===== src/rtl/axis_pkt_sink_if.sv =====
// AXI4-Stream slave-side bundle for axis_pkt_sink: data, valid, last in, ready out.
interface axis_pkt_sink_if #(
    parameter int DATA_W = 32
);
    logic [DATA_W-1:0] tdata;
    logic              tvalid;
    logic              tready;
    logic              tlast;

    modport master (output tdata, output tvalid, output tlast, input tready);
    modport slave  (input tdata, input tvalid, input tlast, output tready);
endinterface


===== src/rtl/axis_pkt_sink.sv =====
// Single-packet AXI4-Stream receiver with random-access readout, release handshake and truncation.
// Optional AXIS_PKT_SINK_STATS_EN adds 16-bit packet and truncation counters.
//
// state | meaning
// IDLE  | one cycle after reset, stream not yet accepted
// RECV  | accepting beats into the buffer
// DROP  | buffer full, draining beats until tlast
// HOLD  | packet presented to consumer, waiting for pkt_ack
module axis_pkt_sink #(
    parameter int  DATA_W = 32,
    parameter int  DEPTH  = 8,
    localparam int ADDR_W = $clog2(DEPTH)
) (
    input  logic              aclk,
    input  logic              areset,
    axis_pkt_sink_if.slave    s,
    output logic              pkt_valid,
    output logic [ADDR_W:0]   pkt_len,
    output logic              pkt_trunc,
    input  logic [ADDR_W-1:0] rd_addr,
    output logic [DATA_W-1:0] rd_data,
    input  logic              pkt_ack
`ifdef AXIS_PKT_SINK_STATS_EN
    ,
    output logic [15:0]       pkt_cnt,
    output logic [15:0]       trunc_cnt
`endif
);

    typedef enum logic [1:0] {IDLE, RECV, DROP, HOLD} state_t;

    state_t            state;
    logic [ADDR_W-1:0] wr_cnt;
    logic [DATA_W-1:0] mem [DEPTH];
    logic              beat;

    assign s.tready = (state == RECV) || (state == DROP);
    assign beat     = s.tvalid && s.tready;

    always_ff @(posedge aclk) begin
        if (areset) begin
            state     <= IDLE;
            wr_cnt    <= '0;
            pkt_valid <= 1'b0;
            pkt_len   <= '0;
            pkt_trunc <= 1'b0;
        end else begin
            case (state)
                IDLE: state <= RECV;
                RECV: begin
                    if (beat) begin
                        if (s.tlast) begin
                            pkt_len   <= {1'b0, wr_cnt} + (ADDR_W+1)'(1);
                            pkt_trunc <= 1'b0;
                            pkt_valid <= 1'b1;
                            state     <= HOLD;
                        end else if (wr_cnt == ADDR_W'(DEPTH-1)) begin
                            // Last slot just written; pkt_len stays at DEPTH while we drain.
                            pkt_len <= (ADDR_W+1)'(DEPTH);
                            state   <= DROP;
                        end else begin
                            wr_cnt <= wr_cnt + ADDR_W'(1);
                        end
                    end
                end
                DROP: begin
                    if (beat && s.tlast) begin
                        pkt_trunc <= 1'b1;
                        pkt_valid <= 1'b1;
                        state     <= HOLD;
                    end
                end
                HOLD: begin
                    if (pkt_ack) begin
                        pkt_valid <= 1'b0;
                        pkt_len   <= '0;
                        pkt_trunc <= 1'b0;
                        wr_cnt    <= '0;
                        state     <= RECV;
                    end
                end
                default: state <= IDLE;
            endcase
        end
    end

    // Buffer is deliberately not reset; stale words beyond pkt_len are visible.
    always_ff @(posedge aclk) begin
        if (state == RECV && beat) mem[wr_cnt] <= s.tdata;
    end

    always_ff @(posedge aclk) begin
        if (areset) rd_data <= '0;
        else        rd_data <= mem[rd_addr];
    end

`ifdef AXIS_PKT_SINK_STATS_EN
    logic enter_hold;
    logic enter_trunc;

    assign enter_hold  = beat && s.tlast && ((state == RECV) || (state == DROP));
    assign enter_trunc = beat && s.tlast && (state == DROP);

    always_ff @(posedge aclk) begin
        if (areset) begin
            pkt_cnt   <= '0;
            trunc_cnt <= '0;
        end else begin
            if (enter_hold)  pkt_cnt   <= pkt_cnt + 16'd1;
            if (enter_trunc) trunc_cnt <= trunc_cnt + 16'd1;
        end
    end
`endif

endmodule


===== src/flat_wrapper.sv =====
// flat-port wrapper written by rule: the top's interface ports become plain ports
module axis_pkt_sink_flat 
#(
    parameter int  DATA_W = 32,
    parameter int  DEPTH  = 8,
    localparam int ADDR_W = $clog2(DEPTH)
)
  (aclk, areset, pkt_valid, pkt_len, pkt_trunc, rd_addr, rd_data, pkt_ack, s_tdata, s_tvalid, s_tlast, s_tready);
  axis_pkt_sink_if #(.DATA_W(DATA_W)) s_i ();
  input  logic aclk;
  input  logic areset;
  output logic pkt_valid;
  output logic [ADDR_W:0] pkt_len;
  output logic pkt_trunc;
  input  logic [ADDR_W-1:0] rd_addr;
  output logic [DATA_W-1:0] rd_data;
  input  logic pkt_ack;
  input wire logic [$bits(s_i.tdata)-1:0] s_tdata;
  input wire logic [$bits(s_i.tvalid)-1:0] s_tvalid;
  input wire logic [$bits(s_i.tlast)-1:0] s_tlast;
  output wire logic [$bits(s_i.tready)-1:0] s_tready;
  assign s_i.tdata = s_tdata;
  assign s_i.tvalid = s_tvalid;
  assign s_i.tlast = s_tlast;
  assign s_tready = s_i.tready;
  axis_pkt_sink #(.DATA_W(DATA_W), .DEPTH(DEPTH)) u_core (.aclk(aclk), .areset(areset), .s(s_i), .pkt_valid(pkt_valid), .pkt_len(pkt_len), .pkt_trunc(pkt_trunc), .rd_addr(rd_addr), .rd_data(rd_data), .pkt_ack(pkt_ack));
endmodule

===== config.mk =====
export PLATFORM = sky130hd
export DESIGN_NAME = axis_pkt_sink_flat
export DESIGN_NICKNAME = d
export VERILOG_FILES = /design/src/rtl/axis_pkt_sink_if.sv /design/src/rtl/axis_pkt_sink.sv /design/src/flat_wrapper.sv
export SDC_FILE = /design/constraint.sdc
export NUM_CORES = 1
export LEC_CHECK = 0
export CAP_MARGIN = 0
export CORE_MARGIN = 2
export CORE_UTILIZATION = 45
export CTS_CLUSTER_DIAMETER = 150
export CTS_CLUSTER_SIZE = 20
export DETAILED_ROUTE_END_ITERATION = 8
export PLACE_DENSITY = 0.73
export SYNTH_ARGS = -nofsm -noshare
export SYNTH_HDL_FRONTEND = slang
export SYNTH_SLANG_ARGS = --single-unit

===== constraint.sdc =====
create_clock -name aclk -period 9.1 [get_ports aclk]
set_clock_uncertainty 0.1 [all_clocks]
set_input_delay 1.82 -clock aclk [delete_from_list [all_inputs] [get_ports aclk]]
set_output_delay 1.82 -clock aclk [all_outputs]
set_load 0.02 [all_outputs]

* Yosys cells after proc, flatten, opt, wreduce, memory -nomap -nowiden *
Memory sizes are Yosys's and may differ from the RTL's. A register that Yosys moved wholly into a read port is not among the register bits.
Cells that the tools add are included.

operators by class
  mux-type cells = 26
  reductions and logical operators = 11
  add/sub/neg operators = 2
  equal/unequal tests = 11

operators with widths
  cell                 count
  $mux 4               4
  $mux 3               4
  $mux 2               5
  $ne 2x2->1 const B   5
  $reduce_and 5->1     2
  $mux 1               8
  $pmux 2 s4           1
  $pmux 4 s2           1
  $reduce_and 4->1     2
  $pmux 1 s3           2
  $pmux 3 s2           1
  $add 3x1->4 const B  1
  $eq 2x2->1 const B   2
  $add 3x1->3 const B  1
  $eq 3x3->1 const B   1
  $logic_and 1x1->1    3
  $ne 3x3->1 const B   1
  $reduce_bool 3->1    1
  $eq 2x1->1 const B   1
  $logic_not 2->1      1
  $ne 2x1->1 const B   1
  $reduce_bool 2->1    1
  $logic_or 1x1->1     1

word-level totals
  memories = 1
  bits in registers = 11
  word-level logic and storage cells = 56
  bits in writable memories = 256
  input bits = 40
  output and inout port bits = 39

memory list
  memory      depth  bits a word  read ports  clocked after Yosys merged registers in  wr ports  RTL line             text
  u_core.mem  8      32           1           1                                        1         axis_pkt_sink.sv:34  logic [DATA_W-1:0] mem [DEPTH];

* Longest topological paths before layout *
  word-level depth = 6
  mapped depth = 6
  gate-level depth less buffers = 6

* Worst setup path after synthesis *
OpenSTA, ideal clock, no wires.

  path kind = input port to flip-flop
  from = input s_tvalid
  to = memory u_core.mem[1][0] (enable)
  library setup time = 461 ps
  buffers on the path = 0
  arrival = 4,213 ps
  data required time = 8,539 ps
  cell stages on the path = 2
  setup slack = 4,326 ps
  cells stage by stage = nand4_1 nor3_1

between the ends
  word-level cells in the longest chain between the ends = 4

ends and longest elaborated chain
  element                       RTL line             text
  start: declaration            flat_wrapper.sv:19   input wire logic [$bits(s_i.tvalid)-1:0] s_tvalid;
  $logic_and 1x1->1             axis_pkt_sink.sv:38  assign beat = s.tvalid && s.tready;
  $logic_and 1x1->1             axis_pkt_sink.sv:89  if (state == RECV && beat) mem[wr_cnt] <= s.tdata;
  $mux 1                        axis_pkt_sink.sv:89
  $mux 1 (not written as such)  axis_pkt_sink.sv:89
  end: declaration              axis_pkt_sink.sv:34

No other way between the ends.

* Final worst setup path *
  from = register u_core.state[0]
  to = output s_tready

between the ends
  word-level cells in the longest chain between the ends = 2

ends and longest elaborated chain
  element                                          RTL line             text
  start: declaration                               axis_pkt_sink.sv:32  state_t state;
  start signal: assignment                         axis_pkt_sink.sv:42  state <= IDLE;
  start signal: assignment                         axis_pkt_sink.sv:49  IDLE: state <= RECV;
  start signal: assignment                         axis_pkt_sink.sv:56  state <= HOLD;
  $eq 2x1->1 / $eq 2x2->1 (equally long branches)  axis_pkt_sink.sv:37  assign s.tready = (state == RECV) || (state == DROP);
  $logic_or 1x1->1 *                               axis_pkt_sink.sv:37
  end: declaration                                 flat_wrapper.sv:21   output wire logic [$bits(s_i.tready)-1:0] s_tready;

Every way passes the cells marked *; elsewhere a longest branch is shown, timed or not.

==> reports/results.txt <==
routed vias/inst: 5.38
worst stage delay on the critical path: 660 ps
initial antenna violation count: 1
Die H: 161 um
Final Hold Viols: 0
setup slack, reg-to-reg: 6240 ps
DR iter-0 viols: 434
Tightest Hold Check Type: reg2reg
Worst R2R End: u_core.mem[2][20]
highest net fanout along the worst path: 7
f_max: 251 MHz
Synth warnings: 0
largest area contributor in the netlist: edfxtp_1
drt wl/cell: 21.0 um
worst slew pin tran: 1160 ps
die extent in x: 161 um
GP Congestion: 0.718
sequential element share of the synthesized area: 77.2%
core region area: 24200 um2
Synth Area per Inst: 21.4 um2
#FFs+latches synth: 299
Overall Global Routing Usage: 15.5%
clk_lat worst skew: 490 ps
CTS buffer count: 18
syn nets: 564
Yosys top cell area share: 69.4%
Crit Path Class: reg2out
vias in the first global route: 5291
post-synthesis cell type count: 35
# DRC: 0
async set-or-reset flop fraction in the synthesized netlist: 0%
Antenna Violating Nets Remaining: 0
min-delay src: u_core.pkt_len[1]
WHS Path Cells: 2
crit path DAT: 2070 ps
peak supply drop: 109 uV
period utilisation layout: 43.8%
leakage: 4.09 nW
final core occ: 52.5%
Worst Path Buf+Inv: 2
Hold EP: u_core.pkt_len[1]
I/O pin count: 79
Startpoint Class: flip-flop
buffer count from post-CTS setup fixing: 0
fin crit period: 3990 ps
first-pass GRT wire length: 30900 um
remaining global-route overflow: 0
synth cell count leaders: 256 x edfxtp_1, 64 x mux4_2, 47 x nor2_1
Reg clk slew, reported paths: 80 ps
CP top delay family: buffers and inverters
max_slew headroom: 22.7%
EDFF count, synth: 256
Post-Route WL: 19600 um
CTS sink cnt: 299
Post-Syn Area: 11100 um2
CP endpoint kind: output pin
via count: 5030
RSZ-0062 raised after global routing: false
status: completed
I/O Buffers: 78
largest net degree at the start of global routing: 65
root buffer cell: clkbuf_16
standard-cell row count: 57
Area contributors post-synth: edfxtp_1 69%, mux4_2 13%, dfxtp_1 7.8%
share of cells above drive strength 1: 18.2%
reg-to-reg startpoint: u_core.state[0]
CP required: 7180 ps
FF-to-FF path depth: 4
top-count cell post-synth: edfxtp_1
Initial Util: 45.7%
CTS Buffer Depth: 3
synthesized netlist cell count: 518
ys flop type: edfxtp_1
CP max-delay cell: clkdlybuf4s50_1
CTS H-Tree Depth: 1
Final Slew Violations: 0
Nets: 644
die area: 25900 um2
crit path cell chain: inv_1, ha_1, clkdlybuf4s50_1
setup TNS: 0 ps
Post-CTS Hold Fix Bufs: 0
Detail Placement HPWL: 11300 um
post_cts resized: 0
Final Setup Violations: 0
Area Growth Syn to Fin: 14.9%
Fillers: 1856
CTS tree: yes
max cap viols: 0
DR pass1 iterations: 5
Power Density: 209 nW/um2
[registers in the layout, indices dropped and copies added, names as in the netlist]
signal	flops
u_core.pkt_valid	1
u_core.pkt_len	4
u_core.mem	256
u_core.rd_data	32
u_core.state	2
u_core.pkt_trunc	1
u_core.wr_cnt	3
[tightest hold or removal path, stage by stage (launching register included)]
cell	delay, ps
dfxtp_1	320
nand2b_1	70
a21oi_1	60
[power breakdown]
group	internal, mW	leakage, nW	switching, mW
registers	1.53	2.66	0.0180
logic	0.146	1.18	0.169
clock network	0.393	0.249	0.408
[per-layer routing]
layer  GRT usage (%)  up-vias  wire [um]
met5               0        -          0
met3            2.51       21       1070
met2            26.3      131      10100
met1            21.7     2643       8210
li1                -     2235          -
met4            3.04        0        265
[layout by cell type, fill, tap and decap left out, types with 5 or more instances in the layout]
cell,n
nor2_4,6
clkdlybuf4s50_1,74
clkbuf_1,13
clkbuf_16,19
mux4_2,64
ha_1,6
nor2_1,41
dfxtp_1,43
buf_4,7
a21oi_1,5
mux2i_1,38
edfxtp_1,256
[final cells by class]
type                    count  area, um2  share of cell area (%)
clock buffers              32        524                    4.12
multi-input cells         191       2420                    19.0
well taps                 324        405                    3.19
inverters                   4       15.0                   0.118
repair buffers             84        808                    6.35
flip-flops and latches    299       8550                    67.2
diodes                      1       2.50                  0.0197
[how the worst max path moves through the flow]
stage / slack, ps / cells after the start / from / endpoint
2_1_floorplan: 4330 / 2 / s_tvalid / u_core.mem[1][0]
3_3_place_gp: 4850 / 3 / s_tvalid / u_core.mem[7][24]
3_5_place_dp: 4730 / 3 / s_tvalid / u_core.mem[2][20]
4_1_cts: 5090 / 3 / u_core.state[1] / s_tready
5_1_grt: 5020 / 3 / u_core.state[0] / s_tready
6_report: 5110 / 3 / u_core.state[0] / s_tready
[cell families after synthesis]
kind of cell | after synthesis | share of synthesized area [%]
compound gates | 13 | 1.12
buf+inv | 28 | 1.48
simple gates | 70 | 3.13
mux | 102 | 16.4
fa+ha+maj | 6 | 0.678
flops | 299 | 77.2
[through the flow]
stage | instances | hold slack, ps | area [um2] | setup slack, ps | power [mW]
after detailed placement | 902 | 368 | 12200 | 4730 | 1.90
after CTS | 934 | 380 | 12700 | 5090 | 2.69
after global placement | 902 | 355 | 12200 | 4850 | 1.88
final | 935 | 390 | 12700 | 5110 | 2.66
after global routing | 934 | 384 | 12700 | 5020 | 2.76
after floorplan | 518 | 414 | 11100 | 4330 | 1.78
(Power assumes the default switching activity.)
